**config.mk**
```make
export PLATFORM = sky130hd
export DESIGN_NAME = npc_fetch_seq
export DESIGN_NICKNAME = d
export VERILOG_FILES = /design/src/rtl/npc_fetch_seq.sv
export SDC_FILE = /design/constraint.sdc
export NUM_CORES = 1
export LEC_CHECK = 0
export BUFFER_PORTS_ARGS = -buffer_cell sky130_fd_sc_hd__buf_2
export CORE_MARGIN = 10
export CORE_UTILIZATION = 50
export DETAILED_ROUTE_END_ITERATION = 6
export HOLD_SLACK_MARGIN = 0.12
export PLACE_DENSITY_LB_ADDON = 0.2
export SLEW_MARGIN = 20
export SYNTH_ARGS = -nofsm -noshare
export SYNTH_HDL_FRONTEND = slang
export SYNTH_SLANG_ARGS = --single-unit
```
**constraint.sdc**
```tcl
create_clock -name clk -period 3.2 [get_ports clk]
set_input_delay 0.48 -clock clk [delete_from_list [all_inputs] [get_ports clk]]
set_output_delay 0.48 -clock clk [all_outputs]
set_load 0.1 [all_outputs]
```
**src/rtl/npc_fetch_seq.sv**
```systemverilog
// -----------------------------------------------------------------------------
// npc_fetch_seq
//   Sequential next-PC unit. Owns the architectural PC, issues fetch requests to
//   instruction memory over a valid/ready handshake, applies redirects coming
//   from later pipeline stages (branch, jump-immediate, jump-register),
//   vectors to the exception handler, supports halt and counts committed
//   fetches with a saturating counter.
//
//   Configuration macro: NPC_ALIGN_CHECK_EN
//     defined   : a misaligned redirect target is not loaded. The PC vectors to
//                 EXC_VEC instead, and align_err pulses for one cycle.
//     undefined : the target is loaded with bits [1:0] forced to 00, and
//                 align_err is tied low.
//
//   The rst port is asynchronous and active low.
// -----------------------------------------------------------------------------
module npc_fetch_seq #(
    parameter int          WIDTH     = 32,
    parameter logic [31:0] RESET_VEC = 32'h0000_3000,
    parameter logic [31:0] EXC_VEC   = 32'h0000_4180,
    parameter int          CNT_W     = 16
) (
    input  logic             clk,
    input  logic             rst,
    output logic             if_valid,
    input  logic             if_ready,
    output logic [WIDTH-1:0] if_pc,
    input  logic             redirect_valid,
    input  logic [1:0]       npc_op,
    input  logic [WIDTH-1:0] redirect_pc,
    input  logic [25:0]      imm,
    input  logic [WIDTH-1:0] addr,
    input  logic             exc_valid,
    input  logic             halt,
    output logic             kill,
    output logic [CNT_W-1:0] fetch_cnt,
    output logic             align_err
);

    // Vectors truncated (or zero-extended) to the address width.
    localparam logic [WIDTH-1:0] RESET_PC   = WIDTH'(RESET_VEC);
    localparam logic [WIDTH-1:0] EXC_PC     = WIDTH'(EXC_VEC);
    localparam logic [WIDTH-1:0] PC_STEP    = WIDTH'(32'd4);
    localparam logic [WIDTH-1:0] ALIGN_MASK = {{(WIDTH-2){1'b1}}, 2'b00};
    localparam logic [CNT_W-1:0] CNT_ONE    = CNT_W'(32'd1);
    localparam logic [CNT_W-1:0] CNT_MAX    = {CNT_W{1'b1}};

    // Redirect operation encodings.
    localparam logic [1:0] OP_PLUS4    = 2'b00;
    localparam logic [1:0] OP_BRANCH   = 2'b01;
    localparam logic [1:0] OP_JUMP_IMM = 2'b10;
    localparam logic [1:0] OP_JUMP_REG = 2'b11;

    typedef enum logic [1:0] {
        ST_BOOT = 2'b00,
        ST_RUN  = 2'b01,
        ST_HALT = 2'b10
    } state_t;

    // Control-transfer target for a redirecting instruction at rpc.
    // Branch offsets are word offsets, so they are sign-extended and scaled by 4.
    // Jump-immediate keeps the region bits of rpc+4 above bit 27.
    function automatic logic [WIDTH-1:0] redirect_target(
        input logic [1:0]       op,
        input logic [WIDTH-1:0] rpc,
        input logic [25:0]      im,
        input logic [WIDTH-1:0] reg_tgt
    );
        logic [WIDTH-1:0] rp4;
        logic [WIDTH-1:0] boff;
        logic [WIDTH-1:0] tgt;
        rp4  = rpc + PC_STEP;
        boff = {{(WIDTH-18){im[15]}}, im[15:0], 2'b00};
        case (op)
            OP_PLUS4:    tgt = rp4;
            OP_BRANCH:   tgt = rp4 + boff;
            OP_JUMP_IMM: tgt = {rp4[WIDTH-1:28], im, 2'b00};
            OP_JUMP_REG: tgt = reg_tgt;
            default:     tgt = rp4;
        endcase
        return tgt;
    endfunction

    state_t           state_r;
    state_t           state_next_s;
    logic [WIDTH-1:0] pc_r;
    logic [WIDTH-1:0] pc_next_s;
    logic             if_valid_r;
    logic             valid_next_s;
    logic [CNT_W-1:0] cnt_r;
    logic [CNT_W-1:0] cnt_next_s;
    logic             align_err_r;
    logic             align_next_s;
    logic             accept_s;
    logic             kill_s;
    logic [WIDTH-1:0] target_s;

    // Handshake, squash, and redirect target decode.
    always_comb begin
        accept_s = if_valid_r & if_ready;
        kill_s   = exc_valid | redirect_valid;
        target_s = redirect_target(npc_op, redirect_pc, imm, addr);
    end

    // Next PC selection: exception, then redirect, then sequential advance, else hold.
    always_comb begin
        pc_next_s    = pc_r;
        align_next_s = 1'b0;
        if (exc_valid) begin
            pc_next_s = EXC_PC;
        end else if (redirect_valid) begin
`ifdef NPC_ALIGN_CHECK_EN
            if (target_s[1:0] != 2'b00) begin
                pc_next_s    = EXC_PC;
                align_next_s = 1'b1;
            end else begin
                pc_next_s = target_s;
            end
`else
            pc_next_s = target_s & ALIGN_MASK;
`endif
        end else if (accept_s) begin
            pc_next_s = pc_r + PC_STEP;
        end else begin
            pc_next_s = pc_r;
        end
    end

    // Sequencer next state. An exception forces RUN so that the handler is fetched.
    always_comb begin
        state_next_s = state_r;
        case (state_r)
            ST_BOOT: begin
                state_next_s = ST_RUN;
            end
            ST_RUN: begin
                if (halt && !exc_valid) begin
                    state_next_s = ST_HALT;
                end else begin
                    state_next_s = ST_RUN;
                end
            end
            ST_HALT: begin
                if (!halt || exc_valid) begin
                    state_next_s = ST_RUN;
                end else begin
                    state_next_s = ST_HALT;
                end
            end
            default: begin
                state_next_s = ST_BOOT;
            end
        endcase
        valid_next_s = (state_next_s == ST_RUN);
    end

    // Saturating count of fetches that were accepted and not squashed.
    always_comb begin
        cnt_next_s = cnt_r;
        if (accept_s && !kill_s && (cnt_r != CNT_MAX)) begin
            cnt_next_s = cnt_r + CNT_ONE;
        end else begin
            cnt_next_s = cnt_r;
        end
    end

    // Architectural state and registered request outputs.
    always_ff @(posedge clk or negedge rst) begin
        if (!rst) begin
            state_r     <= ST_BOOT;
            pc_r        <= RESET_PC;
            if_valid_r  <= 1'b0;
            cnt_r       <= '0;
            align_err_r <= 1'b0;
        end else begin
            state_r     <= state_next_s;
            pc_r        <= pc_next_s;
            if_valid_r  <= valid_next_s;
            cnt_r       <= cnt_next_s;
            align_err_r <= align_next_s;
        end
    end

    assign if_valid  = if_valid_r;
    assign if_pc     = pc_r;
    assign kill      = kill_s;
    assign fetch_cnt = cnt_r;
`ifdef NPC_ALIGN_CHECK_EN
    assign align_err = align_err_r;
`else
    assign align_err = 1'b0;
`endif

endmodule

```
# Word-level counts from Yosys, hierarchy flattened
# Cells that the tools add are included.
[word_totals]
register_bits = 51
[classes]
mux = 7
reduce_logical = 10
eq_ne = 7
addsub = 4
n_bitwise = 2
[ops]
columns = ["operator", "n"]
rows = [
  ["case mux 32 bit (4 select lines)", 1],
  ["2-to-1 mux 32 bit", 3],
  ["adder 32 x 3 -> 32 bit, second input constant", 2],
  ["adder 32 bit", 1],
  ["adder 16 x 1 -> 16 bit, second input constant", 1],
  ["inequality test 16 bit, second input constant", 1],
  ["equality test 2 x 1 -> 1 bit, second input constant", 3],
  ["equality test 2 bit, second input constant", 3],
  ["case mux 2 bit (3 select lines)", 1],
  ["logical NOT 2 bit", 2],
  ["2-to-1 mux 2 bit", 2],
  ["logical AND 1 bit", 3],
  ["logical NOT 1 bit", 3],
  ["nonzero test 3 bit", 1],
  ["bitwise AND 1 bit", 1],
  ["logical OR 1 bit", 1],
  ["OR 1 bit", 1],
]

# Longest topological paths before layout
# Gate-level depths: netlist of the first run.
[depth]
ltp_word = 5
mapped_depth = 17
depth_no_buf = 15

# Least setup slack after synthesis of the first run
# OpenSTA, ideal clock, no wires.
[synth_path]
path_type = "input port to flip-flop"
start = "input port redirect_pc[7]"
end = "register pc_r[25] (netlist: if_pc[25])"
cell_stages = 14
arrival_ns = 3.438
setup_ns = 0.121
setup_slack_ns = -0.359
required_ns = 3.079
path_cell_list = "nand3_1 -> nor3_1 -> nand4_1 -> xnor2_1 -> ha_1 -> a2111oi_4 -> a211o_2 -> a31oi_1 -> a211oi_2 -> nand2_2 -> a21oi_2 -> xnor2_1 -> mux4_2 -> a22o_1"
[synth_between]
elab_chain_cells = 5
[synth_lines]
columns = ["item", "line_no", "source"]
rows = [
  ["start, declared", "30", "input logic [WIDTH-1:0] redirect_pc,"],
  ["adder 32 x 3 -> 32 bit (*)", "72", "rp4 = rpc + PC_STEP;"],
  ["adder 32 bit", "76", "OP_BRANCH: tgt = rp4 + boff;"],
  ["case mux 32 bit (4 select lines) (*)", "74", "case (op)"],
  ["2-to-1 mux 32 bit (*)", "111", "end else if (redirect_valid) begin"],
  ["2-to-1 mux 32 bit (*)", "109", "if (exc_valid) begin"],
  ["end signal, assigned", "177", "pc_r <= pc_next_s;"],
  ["end, declared", "86", "logic [WIDTH-1:0] pc_r;"],
]
# Every way passes the cells marked *; elsewhere a longest branch is shown, timed or not.
# A chain may end at the register's enable or synchronous reset.

# Final worst setup path of the first run
# Same ends and word-level chain as after synthesis.

==> run_results.csv, run 1 <==
group,metric,value,unit
run_status,violations,"setup timing",
yosys,synth_edf_count,0,
power,power_density,348.2,nW/um2
global_routing,gr-total-overflow,0,
sta,worst-slew-pin-transition,0.6286,ns
yosys,portion_of_netlist_area_occupied_by_mux_cells,0.1027,
clocking,clk_tree_root_cell,"clkbuf_8",
sta,finalMaxSlewViolations,0,
worst_setup_path,crit_fanout,4,
yosys,synth_top_cell_by_area,"dfrtp_1",
detailed_routing,vias_per_cell,5.857,
power,irDropWorstVdd,0.0003904,V
sta,setup_viol_count_final,8,
final_layout,antenna_cells,0,
final_layout,flow.area_growth_from_synthesis,43.89,%
floorplanning,floorplan.core_area,10790,um2
floorplanning,x_dimension_of_the_die,124.6,um
sta,hold_violations,0,
sta,rsz0062_at_grt,"true",
yosys,postSynthCellCount,640,
yosys,yosysTopAreaCellShare,0.2150,
floorplanning,floorplan.die_area,15520,um2
sta,layout_min_cycle_time,3.343,ns
power,power.leakage,3.669,nW
yosys,synth_area_leaders,"dfrtp_1 (22%), xnor2_1 (10%), ha_1 (8.5%)",
worst_setup_path,cp.required,3.41,ns
placement,dp.final_hpwl,15.65,mm
global_routing,number_of_global_route_vias_before_repair,6285,
clocking,h-tree-depth,2,
final_layout,finish.cell_count_without_fillers,1051,
yosys,post_synth_num_cell_types,71,
yosys,largest_family_of_logic_cells_by_synthesized_area,"simple AND/OR/NAND/NOR gates",
yosys,avgSynthCellArea,8.547,um2
detailed_routing,vias,6156,
clocking,ctsLongestPathBuffers,2,
sta,setup_slack,-0.1434,ns
clocking,numClockSinks,49,
sta,clock.fmax,299.1,MHz
yosys,synth-warning-count,0,
global_routing,antenna_found_initial,0,
detailed_routing,wl,20.02,mm
detailed_routing,drt-pass1-iter-count,5,
global_routing,grt_pass1_wl,31.51,mm
worst_setup_path,timing.setup.critical_path_class,"in2reg",
floorplanning,pin_count,149,
final_layout,finish.utilization,0.7293,
placement,dpl_cell_area,7198,um2
sta,tcrit_tclk_final,1.045,
clocking,tritoncts.num_buffers,5,
floorplanning,fp-row-count,38,
flow_run,drv.max_cap_violation_count,0,
sta,finClkSkew,0.007674,ns
yosys,synth_fa_ha_area_frac,0.08829,
placement,dpl.cell_count,1025,
final_layout,final.fill_count,827,
placement,finalWeightedCongestion,0.9127,
floorplanning,start_util,0.5068,
detailed_routing,ant_nets,0,
yosys,synth-seq-cells,49,
yosys,synth_area,5470,um2
floorplanning,die_h,124.6,um
yosys,synthXorXnorAreaFrac,0.1473,
worst_setup_path,nature_of_the_critical_path_startpoint,"input port",
clocking,path_clk_slew,0.09,ns
yosys,synth_async_sr_flop_share,1.000,
run_status,status,"finished, violations left",
final_layout,final_layout_size_suffix_gt1_frac,0.4358,
detailed_routing,wire_per_inst,19.05,um
yosys,synth-main-ff-cell,"dfrtp_1",
yosys,synth_compound_area_frac,0.1789,
yosys,synth-seq-area-share,0.2246,
sta,slew_headroom,0.5809,
detailed_routing,first_iter_violations,512,
worst_setup_path,end_kind,"register",
detailed_routing,post-route-drc-count,0,
worst_setup_path,cp.arrival,3.55,ns
global_routing,grtUsageTotal,0.2391,
final_layout,final_nets,1046,
clocking,cts_hold_repair.buffers,0,
worst_hold_path,holdCritPathClass,"in2async",
clocking,tritoncts,"built",
placement,place.port_buffers,141,
final_layout,final_area,7871,um2
global_routing,grt_start_max_net_pins,50,
yosys,synth_simple_gate_area_share,0.2180,
clocking,clock_insertion_delay_worst_skew,0.31,ns
cells in the final DEF, fill, tap and decap left out, types with 16 or more instances in the layout:
master,synthesis,final
nand4_1,20,20
xor2_1,29,29
dfrtp_1,47,47
a21oi_1,36,30
nand2_1,63,59
o21ai_0,29,19
and3_1,18,16
mux4_2,19,19
ha_1,37,31
buf_2,0,135
nand3_1,38,31
xnor2_1,63,56
buf_4,3,142
nor2_1,52,45
cells in the mapped netlist, types with 18 or more instances:
cell type,instances
nand3_1,38
nand2_1,63
xor2_1,29
ha_1,37
nand4_1,20
dfrtp_1,47
o21ai_0,29
nor2_1,52
mux4_2,19
and3_1,18
xnor2_1,63
a21oi_1,36
timing repair:
item / 4_1_cts / 5_1_grt
pin swaps: 17 / 40
setup buffers: 6 / 13
endpoints found under the setup margin: 19 / 22
gates resized for setup: 41 / 57
metrics by stage:
step	power, W	TNS (ns)	worst slack (ns)	hold WS [ns]
after CTS	0.002657	-0.09271	-0.05737	0.4011
after detailed placement	0.002225	-9.834	-0.6023	0.4882
after floorplan	0.001753	-0.2697	-0.1527	0.1844
after global placement	0.002199	-8.387	-0.5573	0.4720
after global routing	0.002874	-2.449	-0.2718	0.2296
final	0.002741	-0.4988	-0.1434	0.1855
registers in the layout (all words and copies together) (netlist names):
| register | count |
|---|---|
| fetch_cnt | 16 |
| if_pc | 30 |
| state_r | 2 |
| if_valid | 1 |
power breakdown:
| part | total, W | switching [W] | internal [W] |
|---|---|---|---|
| clock | 0.000397 | 0.000221 | 0.000176 |
| sequential | 0.000759 | 0.0000769 | 0.000682 |
| combinational | 0.00159 | 0.00101 | 0.000579 |
critical path: stages:
cell and delay, ns:
buf_2 0.12, nand3_4 0.10, nor2_4 0.10, and2_4 0.19, buf_4 0.13, nand2_1 0.07, xnor2_1 0.16, ha_1 0.36
nand4_1 0.15, or3_4 0.41, a31oi_4 0.21, a211oi_2 0.07, nand2_2 0.14, a21oi_2 0.08, xnor2_1 0.12, mux4_2 0.46
a22o_1 0.22
routing by layer:
| metal | routed length [um] | GRT usage |
|---|---|---|
| met5 | 0 | 0 |
| met4 | 354 | 0.06717 |
| met3 | 1408 | 0.04213 |
| met2 | 9920 | 0.4038 |
| met1 | 8338 | 0.3049 |
area by class of cell:
class / count / area [um2] / share of cell area
Clock buffer: 6 / 82.58 / 0.01049
Clock inverter: 2 / 13.76 / 0.001749
Inverter: 14 / 52.55 / 0.006676
Multi-Input combinational cell: 553 / 4461 / 0.5667
Sequential cell: 49 / 1229 / 0.1561
Tap cell: 140 / 175.2 / 0.02225
Timing Repair Buffer: 287 / 1858 / 0.2361
kinds of logic (layout without fill, tap and decap cells):
| group | count (synthesis) | after routing |
|---|---|---|
| AO/OA/AOI/OAI | 145 | 145 |
| XOR/XNOR | 92 | 92 |
| adder cells (fa/ha/maj) | 38 | 38 |
| buffers and inverters | 40 | 309 |
| flip-flops | 49 | 49 |
| multiplexers | 32 | 32 |
| other | 1 | 3 |
| AND/OR/NAND/NOR | 243 | 243 |
worst paths after layout:
path	start	end	slack [ns]	cells after the start
max	redirect_pc[7]	if_pc[25]	-0.14	17
min	rst	if_pc[5]	0.19	1
max reg2reg	if_pc[13]	if_pc[31]	0.48	9
min reg2reg	fetch_cnt[7]	fetch_cnt[7]	0.50	1
max in group asynchronous	rst	if_pc[19]	2.60	1
min in group clk	halt	state_r[1]	0.43	3
Power figures use the tool's default switching activity.
==> run 2: changes to the inputs <==
==> constraint.sdc (replaced) <==
create_clock -name clk -period 3.2 [get_ports clk]
set_input_delay 0.32 -clock clk [delete_from_list [all_inputs] [get_ports clk]]
set_output_delay 0.32 -clock clk [all_outputs]
set_load 0.1 [all_outputs]
==> run_results.csv, run 2 (synthesized netlist as in run 1, its figures left out) <==
group,metric,value,unit
run_status,status,"finished, violations left",
run_status,violations,"setup timing",
worst_setup_path,crit_fanout,5,
detailed_routing,drt-pass1-iter-count,5,
sta,worst-slew-pin-transition,0.6174,ns
clocking,path_clk_slew,0.09,ns
sta,clock.fmax,301.8,MHz
worst_setup_path,worst_path_largest_cell_delay,0.52,ns
power,total_power,0.002698,W
power,power.leakage,3.548,nW
flow_run,drv.max_cap_violation_count,0,
sta,hold_violations,0,
floorplanning,floorplan.die_area,15520,um2
clocking,h-tree-depth,2,
clocking,tritoncts.num_buffers,5,
final_layout,final_common_cell,"buf_2",
placement,dp.final_hpwl,15.43,mm
final_layout,final_area,7642,um2
placement,place.port_buffers,141,
sta,finalMaxSlewViolations,0,
clocking,clk_tree_root_cell,"clkbuf_8",
global_routing,grtUsageTotal,0.2278,
sta,finClkSkew,0.004840,ns
worst_hold_path,hold_depth,3,
worst_setup_path,worst_path_buffer_plus_inverter_count,3,
sta,layout_min_cycle_time,3.314,ns
worst_setup_path,timing.setup.critical_path_class,"in2reg",
floorplanning,die_h,124.6,um
clocking,tritoncts,"built",
power,irDropWorstVdd,0.0003347,V
detailed_routing,ant_nets,0,
sta,tcrit_tclk_final,1.035,
clocking,numClockSinks,49,
global_routing,number_of_global_route_vias_before_repair,6065,
worst_setup_path,crit_chain,"buf_8 -> nand3_4 -> buf_6 -> nor3_2 -> buf_4 -> nand3_2 -> xnor2_2 -> ha_2 -> a2111oi_4 -> a211o_2 -> a31oi_4 -> a211oi_2 -> nand2_2 -> xor2_2 -> mux4_2 -> mux2i_1 -> nor2_1",
detailed_routing,wl,19.56,mm
detailed_routing,first_iter_violations,557,
worst_setup_path,end_kind,"register",
placement,place_worst_setup_slack,-0.4560,ns
global_routing,antenna_found_initial,0,
worst_setup_path,cp_top_family,"compound AO/OA/AOI/OAI gates",
final_layout,finish.utilization,0.7081,
worst_setup_path,reg2reg_depth,9,
worst_setup_path,cp.arrival,3.49,ns
final_layout,final_nets,1024,
placement,dpl_cell_area,7051,um2
sta,setup_slack,-0.1136,ns
global_routing,gr-total-overflow,0,
worst_setup_path,critical_path_depth,17,
sta,slew_headroom,0.5884,
floorplanning,pin_count,149,
detailed_routing,wire_per_inst,19.00,um
clocking,clock_insertion_delay_worst_skew,0.30,ns
floorplanning,floorplan.core_area,10790,um2
final_layout,antenna_cells,0,
detailed_routing,vias,6030,
detailed_routing,vias_per_cell,5.860,
worst_setup_path,cell_with_the_biggest_individual_delay_on_the_critical_path,"mux4_2",
placement,dpl.cell_count,1008,
global_routing,grt_pass1_wl,30.04,mm
worst_setup_path,nature_of_the_critical_path_startpoint,"input port",
sta,rsz0062_at_grt,"true",
worst_hold_path,holdCritPathClass,"in2reg",
final_layout,final_layout_size_suffix_gt1_frac,0.4151,
placement,finalWeightedCongestion,0.9323,
sta,setup_viol_count_final,4,
floorplanning,start_util,0.5068,
final_layout,flow.area_growth_from_synthesis,39.71,%
final_layout,largest_register_ffs,30,
floorplanning,fp-row-count,38,
power,power_density,353.1,nW/um2
clocking,ctsLongestPathBuffers,2,
global_routing,grt_start_max_net_pins,50,
final_layout,final_cell_mix,"buf_2 (136), buf_4 (122), nand2_1 (60), xnor2_1 (54), nor2_1 (49)",
final_layout,finish.cell_count_without_fillers,1029,
worst_setup_path,cp.required,3.38,ns
floorplanning,x_dimension_of_the_die,124.6,um
detailed_routing,post-route-drc-count,0,
## run 2: cell count changes in the layout (fill, tap and decap cells not counted), moves of 3 or more
cell / change
buf_4: -20
buf_6: -5
nor2_1: +4
nor2_4: -3
xnor2_2: +3
## run 2: power by group
group          internal, W  switching, W  leakage, nW  total [W]
clock network     0.000196      0.000199       0.0542   0.000395
registers         0.000682     0.0000803        0.626   0.000762
logic             0.000554      0.000987         2.87    0.00154
## run 2: worst reg2reg max path, stage by stage (launching register included)
cell      delay (ns)
dfstp_2         0.58
and4_1          0.24
and3_1          0.20
and3_1          0.27
nand2_1         0.16
o41a_1          0.35
a311oi_1        0.47
nand3_1         0.13
a21oi_1         0.14
nand2b_1        0.11
## run 2: worst paths after layout
| path | start | end | slack [ns] |
|---|---|---|---|
| worst max-delay path | redirect_pc[6] | if_pc[21] | -0.11 |
| worst min-delay path | halt | state_r[1] | 0.29 |
| worst max register to register | if_pc[13] | if_pc[31] | 0.49 |
| worst min register to register | fetch_cnt[10] | fetch_cnt[10] | 0.49 |
| max in group asynchronous | rst | if_pc[15] | 2.20 |
| min in group asynchronous | rst | if_pc[4] | 0.58 |
## run 2: final cells by class
class | count | area [um2]
inverter | 14 | 52.55
fill | 844 | 3151
timing repair buffer | 265 | 1687
clock inverter | 1 | 5.005
clock buffer | 7 | 96.34
sequential | 49 | 1229
multi-input combinational | 553 | 4398
tap | 140 | 175.2
## run 2: layer usage
layer  global-route usage  wire length, um  part of all wire
met2               0.3855             9541              0.49
met3              0.03319             1354             0.069
met4              0.05826              444             0.023
met5                    0                0                 0
met1               0.2961             8214              0.42
## run 2: stage by stage
stage                     hold slack, ns  setup TNS, ns
after floorplan                  0.02441       -0.01696
after global placement            0.4710         -4.517
after detailed placement          0.4880         -5.513
after CTS                         0.2549      -0.005911
after global routing              0.3179         -1.520
final                             0.2934        -0.2258
## run 2: repair_timing
action / CTS / global route
gates resized for setup: 7 / 74
pin swaps: 1 / 37
setup endpoints to repair: 6 / 19
endpoints found under the hold margin: 0 / 47
hold buffers: 0 / 1
buffers inserted: 1 / 11
==> run 3: changes to the inputs <==
BUFFER_PORTS_ARGS = unset   (was -buffer_cell sky130_fd_sc_hd__buf_2)
DONT_BUFFER_PORTS = 1   (was unset)
==> run_results.csv, run 3 (synthesized netlist as in run 1, its figures left out) <==
group,metric,value,unit
global_routing,antenna_found_initial,5,
worst_setup_path,cp.arrival,3.30,ns
clocking,clock_insertion_delay_worst_skew,0.30,ns
global_routing,global_route.usage.met2,0.3769,
sta,layout_min_cycle_time,3.127,ns
worst_setup_path,worst_path_largest_cell_delay,0.45,ns
detailed_routing,post-route-drc-count,0,
clocking,numClockSinks,49,
power,clkPwrFrac,0.172,
sta,timing.setup.tns,0,ns
worst_setup_path,crit_fanout,5,
sta,finalMaxSlewViolations,0,
power,power.leakage,2.951,nW
detailed_routing,ant_nets,0,
floorplanning,die_h,124.6,um
placement,finalWeightedCongestion,0.9687,
floorplanning,start_util,0.5068,
floorplanning,floorplan.die_area,15520,um2
worst_setup_path,cp_top_family,"compound AO/OA/AOI/OAI gates",
sta,fin_worst_hold_slack,0.1281,ns
detailed_routing,first_iter_violations,440,
sta,tcrit_tclk_final,0.9771,
clocking,path_clk_slew,0.09,ns
global_routing,grt_pass1_wl,28.73,mm
worst_setup_path,crit_chain,"nand3_2 -> nor2_2 -> and2_1 -> buf_6 -> nand2_1 -> xnor2_2 -> ha_4 -> a2111oi_4 -> a211o_2 -> a31oi_2 -> a211oi_2 -> nand2_2 -> buf_4 -> xor2_1 -> mux4_2 -> mux2i_1 -> nor2_1",
sta,finClkSkew,0.004072,ns
floorplanning,floorplan.core_area,10790,um2
global_routing,grt_start_max_net_pins,50,
global_routing,met3_track_usage_gr,0.05149,
detailed_routing,vias,5439,
final_layout,final_layout_size_suffix_gt1_frac,0.2573,
clocking,tritoncts.num_buffers,5,
global_routing,gr-max-usage-layer,"met2",
sta,hold_violations,0,
flow_run,drv.max_cap_violation_count,0,
worst_setup_path,timing.setup.critical_path_class,"in2reg",
sta,rsz0062_at_grt,"true",
placement,dp.final_hpwl,14.75,mm
final_layout,final_common_cell,"buf_4",
final_layout,finish.cell_count_without_fillers,899,
placement,dpl.cell_count,880,
clocking,h-tree-depth,2,
clocking,tritoncts,"built",
power,switchingPower,0.001171,W
final_layout,flow.area_growth_from_synthesis,23.70,%
clocking,ctsLongestPathBuffers,2,
power,power_density,380.3,nW/um2
final_layout,final_cell_mix,"buf_4 (124), nand2_1 (63), xnor2_1 (57), nor2_1 (51), dfrtp_1 (47)",
power,switching_share,0.4552,
power,total_power,0.002574,W
final_layout,final.fill_count,927,
global_routing,grtUsageTotal,0.2220,
floorplanning,x_dimension_of_the_die,124.6,um
worst_setup_path,cell_with_the_biggest_individual_delay_on_the_critical_path,"mux4_2",
detailed_routing,wl,18.38,mm
worst_setup_path,cp.required,3.37,ns
final_layout,finish.utilization,0.6269,
power,power.share.combinational,0.547,
placement,place.port_buffers,0,
final_layout,final_nets,889,
power,irDropWorstVdd,0.0002751,V
detailed_routing,drt-pass1-iter-count,5,
global_routing,gr-total-overflow,0,
sta,slew_headroom,0.6172,
sta,clock.fmax,319.8,MHz
run_status,status,"completed",
power,sequential_power_share,0.281,
floorplanning,fp-row-count,38,
detailed_routing,vias_per_cell,6.050,
sta,setup_viol_count_final,0,
worst_setup_path,worst_path_buffer_plus_inverter_count,2,
worst_setup_path,nature_of_the_critical_path_startpoint,"input port",
power,int_power,0.001402,W
final_layout,largest_register_ffs,30,
floorplanning,pin_count,149,
worst_hold_path,holdCritPathClass,"in2reg",
global_routing,number_of_global_route_vias_before_repair,5514,
clocking,clk_tree_root_cell,"clkbuf_8",
worst_setup_path,end_kind,"register",
global_routing,groute.layer.met1.usage,0.2764,
detailed_routing,wire_per_inst,20.44,um
sta,worst-slew-pin-transition,0.5723,ns
## run 3: path summary, 6_finish.rpt
kind                                 from    endpoint  slack (ns)  depth (start not counted)
max in group asynchronous             rst   if_pc[12]        2.37                          2
min in group asynchronous             rst    if_pc[3]        0.55                          2
hold reg to reg                state_r[1]  state_r[0]        0.53                          1
setup / recovery           redirect_pc[7]   if_pc[21]        0.07                         17
setup reg to reg                 if_pc[2]   if_pc[31]        0.52                          9
hold / removal                  exc_valid    if_pc[7]        0.13                          1
## run 3: area by class of cell
type	count	area (um2)	area share
diodes	5	12.51	0.001849
clock buffers	6	72.57	0.01072
clock inverters	2	38.79	0.005732
inverters	14	52.55	0.007766
multi-input cells	553	4167	0.6158
flip-flops and latches	49	1229	0.1816
well taps	140	175.2	0.02589
repair buffers	130	1020	0.1507
## run 3: power groups by stage
stage	registers, W	logic (W)	clock network (W)
final	0.000722	0.00141	0.000443
after global routing	0.000730	0.00149	0.000478
after CTS	0.000721	0.00138	0.000448
after detailed placement	0.000733	0.00135	0
after global placement	0.000727	0.00133	0
after floorplan	0.00119	0.000563	0
## run 3: worst register-to-register path, cell delays in order (launching register included)
cell and delay [ns]:
dfrtp_1 0.43, nand3_1 0.14, or2_2 0.33, nor2_1 0.23, nand2_1 0.18, o41a_1 0.43
a311oi_1 0.47, nand3_1 0.15, a21oi_1 0.14, nand2b_1 0.11
## run 3: repair_timing
| item | in CTS | in global routing |
|---|---|---|
| endpoints found under the setup margin | 0 | 12 |
| hold buffers | 4 | 0 |
| setup buffers | 0 | 2 |
| hold endpoints to repair | 60 | 0 |
| gates resized for setup | 0 | 23 |
## run 3: metal layers
metal  vias to the layer above  share of wire  wire (um)
met5                         -              0          0
met3                        19          0.081       1494
met1                      2625           0.42       7628
met2                       220           0.49       8945
met4                         0          0.017        308
li1                       2575              -          -
## run 3: per-stage QoR
stage | cell area (um2) | setup WS (ns)
final | 6766 | 0.07338
after global routing | 6759 | -0.08310
after CTS | 6624 | 0.05333
after detailed placement | 6455 | -0.2297
after global placement | 6455 | -0.1519
after floorplan | 5502 | -0.01696
